[config.mk]
export PLATFORM = sky130hd
export DESIGN_NAME = equiv_check_engine
export DESIGN_NICKNAME = d
export VERILOG_FILES = /design/src/rtl/equiv_check_pkg.sv /design/src/rtl/equiv_check_engine_lfsr16.sv /design/src/rtl/equiv_check_engine.sv
export SDC_FILE = /design/constraint.sdc
export NUM_CORES = 1
export LEC_CHECK = 0
export ABC_AREA = 1
export BUFFER_PORTS_ARGS = -buffer_cell sky130_fd_sc_hd__buf_2
export CAP_MARGIN = 20
export CELL_PAD_IN_SITES_DETAIL_PLACEMENT = 0
export CELL_PAD_IN_SITES_GLOBAL_PLACEMENT = 2
export CORE_UTILIZATION = 34
export CTS_CLUSTER_DIAMETER = 120
export DETAILED_ROUTE_END_ITERATION = 10
export PLACE_DENSITY_LB_ADDON = 0.1
export SLEW_MARGIN = 30
export SYNTH_ARGS = -nofsm -noshare
export SYNTH_HDL_FRONTEND = slang
export SYNTH_HIERARCHICAL = 1
export SYNTH_SLANG_ARGS = --single-unit
[constraint.sdc]
create_clock -name clk -period 4.1 [get_ports clk]
set_input_delay 0.82 -clock clk [delete_from_list [all_inputs] [get_ports clk]]
set_output_delay 0.82 -clock clk [all_outputs]
set_load 0.02 [all_outputs]
[src/rtl/equiv_check_pkg.sv]
// Shared types and constants for the on-chip golden-vs-netlist equivalence engine.
package equiv_check_pkg;

  typedef enum logic [1:0] {IDLE, DIRECTED, RANDOM, DONE} state_t;

  localparam logic [15:0] LFSR_TAPS    = 16'hB400;
  localparam logic [15:0] DEFAULT_SEED = 16'hACE1;

  // One step of the right-shifting Galois LFSR.
  function automatic logic [15:0] lfsr_step(input logic [15:0] v);
    return (v >> 1) ^ (v[0] ? LFSR_TAPS : 16'h0000);
  endfunction

endpackage

[src/rtl/equiv_check_engine_lfsr16.sv]
// 16-bit Galois LFSR with synchronous load and advance; async reset to RESET_SEED.
module lfsr16
  import equiv_check_pkg::*;
#(
  parameter logic [15:0] RESET_SEED = DEFAULT_SEED
) (
  input  logic        clk,
  input  logic        rst,
  input  logic        load,
  input  logic [15:0] seed,
  input  logic        advance,
  output logic [15:0] value
);

  logic [15:0] value_q, value_d;

  always_comb begin
    value_d = value_q;
    if (load)         value_d = seed;
    else if (advance) value_d = lfsr_step(value_q);
  end

  always_ff @(posedge clk or posedge rst) begin
    if (rst) value_q <= RESET_SEED;
    else     value_q <= value_d;
  end

  assign value = value_q;

endmodule

[src/rtl/equiv_check_engine.sv]
// Drives exhaustive then pseudo-random vectors into golden and netlist DUT copies,
// compares their settled responses and reports mismatch statistics.
module equiv_check_engine
  import equiv_check_pkg::*;
#(
  parameter int          IN_W          = 2,
  parameter int          OUT_W         = 1,
  parameter int          NUM_RANDOM    = 500,
  parameter int          SETTLE_CYCLES = 2,
  parameter logic [15:0] LFSR_SEED     = DEFAULT_SEED,
  parameter int          MISMATCH_W    = 16
) (
  input  logic                  clk,
  input  logic                  rst,
  input  logic                  start,
  output logic [IN_W-1:0]       stim,
  input  logic [OUT_W-1:0]      golden_in,
  input  logic [OUT_W-1:0]      netlist_in,
  output logic                  busy,
  output logic                  done,
  output logic                  pass,
  output logic [MISMATCH_W-1:0] mismatch_count,
  output logic [31:0]           vector_count,
  output logic [IN_W-1:0]       first_fail_vec,
  output logic                  first_fail_valid
);

  localparam int              PH_W      = (SETTLE_CYCLES < 2) ? 1 : $clog2(SETTLE_CYCLES + 1);
  localparam logic [PH_W-1:0] PH_LAST   = PH_W'(SETTLE_CYCLES);
  localparam logic [IN_W-1:0] STIM_MAX  = '1;
  localparam logic [31:0]     RAND_LAST = 32'(NUM_RANDOM - 1);

  state_t                 state_q, state_d;
  logic [PH_W-1:0]        phase_q, phase_d;
  logic [IN_W-1:0]        stim_q, stim_d;
  logic                   busy_q, busy_d;
  logic                   done_q, done_d;
  logic                   pass_q, pass_d;
  logic [MISMATCH_W-1:0]  mm_q, mm_d, mm_new;
  logic [31:0]            vc_q, vc_d;
  logic [31:0]            rnd_q, rnd_d;
  logic [IN_W-1:0]        ff_vec_q, ff_vec_d;
  logic                   ff_valid_q, ff_valid_d;

  logic        lfsr_load, lfsr_adv;
  logic [15:0] lfsr_value, lfsr_next;
  logic        mismatch, cmp_now, finish_run;
  logic        unused_lfsr;

  lfsr16 #(
    .RESET_SEED (LFSR_SEED)
  ) u_lfsr (
    .clk     (clk),
    .rst     (rst),
    .load    (lfsr_load),
    .seed    (LFSR_SEED),
    .advance (lfsr_adv),
    .value   (lfsr_value)
  );

  assign lfsr_next   = lfsr_step(lfsr_value);
  assign unused_lfsr = ^{lfsr_value, lfsr_next};

  assign mismatch = |(golden_in ^ netlist_in);
  assign cmp_now  = ((state_q == DIRECTED) || (state_q == RANDOM)) && (phase_q == PH_LAST);
  // Counter sticks at all-ones rather than wrapping back to a passing-looking value.
  assign mm_new   = (mismatch && (mm_q != '1)) ? mm_q + 1'b1 : mm_q;

  always_comb begin
    state_d    = state_q;
    phase_d    = phase_q;
    stim_d     = stim_q;
    busy_d     = busy_q;
    done_d     = done_q;
    pass_d     = pass_q;
    mm_d       = mm_q;
    vc_d       = vc_q;
    rnd_d      = rnd_q;
    ff_vec_d   = ff_vec_q;
    ff_valid_d = ff_valid_q;
    lfsr_load  = 1'b0;
    lfsr_adv   = 1'b0;
    finish_run = 1'b0;

    case (state_q)
      IDLE, DONE: begin
        if (start) begin
          state_d    = DIRECTED;
          phase_d    = '0;
          stim_d     = '0;
          busy_d     = 1'b1;
          done_d     = 1'b0;
          pass_d     = 1'b0;
          mm_d       = '0;
          vc_d       = '0;
          rnd_d      = '0;
          ff_vec_d   = '0;
          ff_valid_d = 1'b0;
          lfsr_load  = 1'b1;
        end
      end
      DIRECTED, RANDOM: begin
        if (!cmp_now) begin
          phase_d = phase_q + 1'b1;
        end else begin
          phase_d = '0;
          vc_d    = vc_q + 32'd1;
          mm_d    = mm_new;
          if (mismatch && !ff_valid_q) begin
            ff_vec_d   = stim_q;
            ff_valid_d = 1'b1;
          end
          if (state_q == DIRECTED) begin
            if (stim_q != STIM_MAX) begin
              stim_d = stim_q + 1'b1;
            end else if (NUM_RANDOM == 0) begin
              finish_run = 1'b1;
            end else begin
              // LFSR is untouched during the sweep, so it still holds the seed here.
              state_d = RANDOM;
              stim_d  = lfsr_value[IN_W-1:0];
            end
          end else begin
            lfsr_adv = 1'b1;
            rnd_d    = rnd_q + 32'd1;
            if (rnd_q == RAND_LAST) finish_run = 1'b1;
            else                    stim_d = lfsr_next[IN_W-1:0];
          end
          if (finish_run) begin
            state_d = DONE;
            busy_d  = 1'b0;
            done_d  = 1'b1;
            pass_d  = (mm_new == '0);
          end
        end
      end
      default: state_d = IDLE;
    endcase
  end

  always_ff @(posedge clk or posedge rst) begin
    if (rst) begin
      state_q    <= IDLE;
      phase_q    <= '0;
      stim_q     <= '0;
      busy_q     <= 1'b0;
      done_q     <= 1'b0;
      pass_q     <= 1'b0;
      mm_q       <= '0;
      vc_q       <= '0;
      rnd_q      <= '0;
      ff_vec_q   <= '0;
      ff_valid_q <= 1'b0;
    end else begin
      state_q    <= state_d;
      phase_q    <= phase_d;
      stim_q     <= stim_d;
      busy_q     <= busy_d;
      done_q     <= done_d;
      pass_q     <= pass_d;
      mm_q       <= mm_d;
      vc_q       <= vc_d;
      rnd_q      <= rnd_d;
      ff_vec_q   <= ff_vec_d;
      ff_valid_q <= ff_valid_d;
    end
  end

  assign stim             = stim_q;
  assign busy             = busy_q;
  assign done             = done_q;
  assign pass             = pass_q;
  assign mismatch_count   = mm_q;
  assign vector_count     = vc_q;
  assign first_fail_vec   = ff_vec_q;
  assign first_fail_valid = ff_valid_q;

endmodule

==> impl_metrics.toml <==
[logic_synthesis]
synth.largest_area_cell = "dfrtp_1"
synthAdderAreaFrac_pct = 0.937
synth_top_area_share_pct = 37.5
yosysWarnings = 6
ys.flop_type = "dfrtp_1"
synth_mux_area_share_pct = 0
synth-compound-area-share_pct = 9.37
avgSynthCellArea_um2 = 7.06
synthSimpleGateAreaFrac_pct = 38.4
ys_async_sr_fraction_pct = 100
postSynthCellCount = 945
synth.area.top_cells = "dfrtp_1 (37%), nand2_1 (15%), inv_1 (6.6%), nand3_1 (5.6%), nor2_1 (4.8%)"
synth_top_family_by_area = "simple AND/OR/NAND/NOR gates"
seq_area_frac_synth_pct = 40.6
synthXorXnorAreaFrac_pct = 1.31
synthesis.area_um2 = 6680
ys_seq_elements = 108
synth_cell_types = 47
synth-edff-count = 0

[sta]
tightest_slew_ns = 0.682
fmax_ghz = 0.364
max_slew_margin_pct = 54.5
timing.hold.ws_ns = 0.474
skew_ns = 0.0127
setup_viol = 0
tns_ns = 0
layout_min_cycle_time_ns = 2.75
rsz0062_at_grt = "false"
final_hold_viol_count = 0
finalMaxSlewViolations = 0
period_share_pct = 67.0

[clocking]
cts-root-buf = "clkbuf_16"
h-tree-depth = 3
cts_tree = "done"
clockBufferDepth = 2
numCtsBuffers = 9
cts.sinks = 108
postCtsSetupBuffers = 0
clock_latency_ns = 0.36
cts_hold_buf = 0
clk_transition_reported_paths_ns = 0.08
cts-resized-gates = 0

[grt]
grt_max_degree = 51
grt_pass1_wl_mm = 32.1
antenna_found_initial = 0
grt_overflow = 0
grt_pass1_vias = 6114
grt.total_usage_pct = 20.4

[worst_setup_path]
rr_worst_depth = 10
critPathMaxFanout = 22
arrival_ns = 2.99
required_ns = 4.35
r2r_setup_slack_ns = 1.35
critPathKind = "register to register"
endpoint_kind = "register"
r2r_end = "rnd_q[26]"
cp-start-kind = "register"
r2r-start = "state_q[0]"

[placed_design]
port_buffers = 60
place.gp.congestion = 0.830
place.detailed.hpwl_mm = 14.3

[min_path]
holdCritStartpoint = "state_q[1]"
min_to = "state_q[1]"
holdPathStages = 2
hold_path_class = "register to register"

[route]
drt_iter0_drc = 307
drtPass1Iterations = 5
drc = 0
vias_per_cell = 4.89
avgRoutedWirePerCell_um = 15.2
via_count = 6275
ant_nets = 0
wl_mm = 19.4

[final_layout]
syn_to_final_growth_pct = 13.4
layout_commonest_cell = "nand2_1"
antenna-diode-count = 0
final_cell_mix = "nand2_1 (266), inv_1 (116), dfrtp_1 (100)"
drive_gt1_share_pct = 14.1
fin_nets = 1027

[floorplan]
core_um2 = 19000
pin_count = 61
initial_utilization_pct = 35.2
die_x_um = 142
die-area_um2 = 20200
dieHeight_um = 142
fp-row-count = 50

[power]
power_leakage_nw = 3.52
vdd_drop_max_mv = 0.260
power.density_nw_per_um2 = 474
finalPower_mw = 3.59

[status]
status = "finished, final reports clean"

[run]
drv_cap = 0
cell type report:
class,count,area (µm²)
clock buffer,11,243
sequential,108,2710
timing repair buffer,65,338
clock inverter,5,36.3
multi-input combinational,698,3400
fill,2125,11400
inverter,135,517
tap,260,325
worst max-delay path, cell delays in order (launching register included):
cell and delay [ns]:
dfrtp_1 0.38, ha_1 0.52, nand2_2 0.42, nand2_4 0.24, nand2_4 0.11, inv_2 0.21
nand3_1 0.16, nor2_2 0.18, nand2_2 0.11, nor4_1 0.21, nor2_1 0.08
cell usage after synthesis, types with 8 or more instances:
library cell and count:
xor2_1 10, nand2_1 266, dfstp_2 8, a21oi_1 33, nor3_1 36, o22ai_1 8, clkbuf_1 10, dfrtp_1 100
nand4_1 36, inv_1 117, inv_2 14, nand3_1 75, o21ai_1 16, o21ai_0 44, nand2_2 9, nor2_1 86
nor2_4 8
routing by layer:
metal  GRT usage (%)  share of wire, %
met5               0                 0
met4            5.26               1.3
met3            2.76               3.0
met2            33.2                46
met1            28.3                49
where the power goes:
group	leakage (nW)	internal (mW)	switching (mW)	total [mW]
registers	1.45	1.29	0.185	1.47
clock network	0.140	0.433	0.433	0.866
logic	1.93	0.348	0.901	1.25
total	3.52	2.07	1.52	3.59
how the worst max path moves through the flow:
stage               startpoint          endpoint  slack, ns  cells after the start
floorplan                  rst              busy       0.89                      1
global placement    state_q[0]  vector_count[21]       1.41                      9
CTS                 state_q[0]         rnd_q[26]       1.34                     10
detailed placement  state_q[0]         rnd_q[26]       1.38                     10
global route        state_q[0]         rnd_q[26]       1.10                     10
finish              state_q[0]         rnd_q[26]       1.35                     10
cell families after synthesis:
group                      Yosys count
other                                2
DFF                                108
and+or+nand+nor                    552
adders and majority gates            5
xor gates and xnor gates            10
buffers and inverters              153
AOI/OAI and AO/OA                  115
metrics by stage:
| stage | instances | cell area, µm² | setup WS, ns | utilization, % |
|---|---|---|---|---|
| floorplan | 959 | 6730 | 0.888 | - |
| global route | 1282 | 7570 | 1.10 | 39.9 |
| global placement | 1266 | 7290 | 1.41 | 38.5 |
| finish | 1282 | 7570 | 1.35 | 39.9 |
| detailed placement | 1266 | 7290 | 1.38 | 38.5 |
| CTS | 1282 | 7570 | 1.34 | 39.9 |
state kept, by name (all words and copies together) (netlist names):
signal,count
u_lfsr/value,16
stim,2
pass,1
mismatch_count,16
first_fail_valid,1
first_fail_vec,2
rnd_q,32
done,1
state_q,2
vector_count,32
phase_q,2
busy,1
No activity file was read; power rests on OpenSTA's default activity.
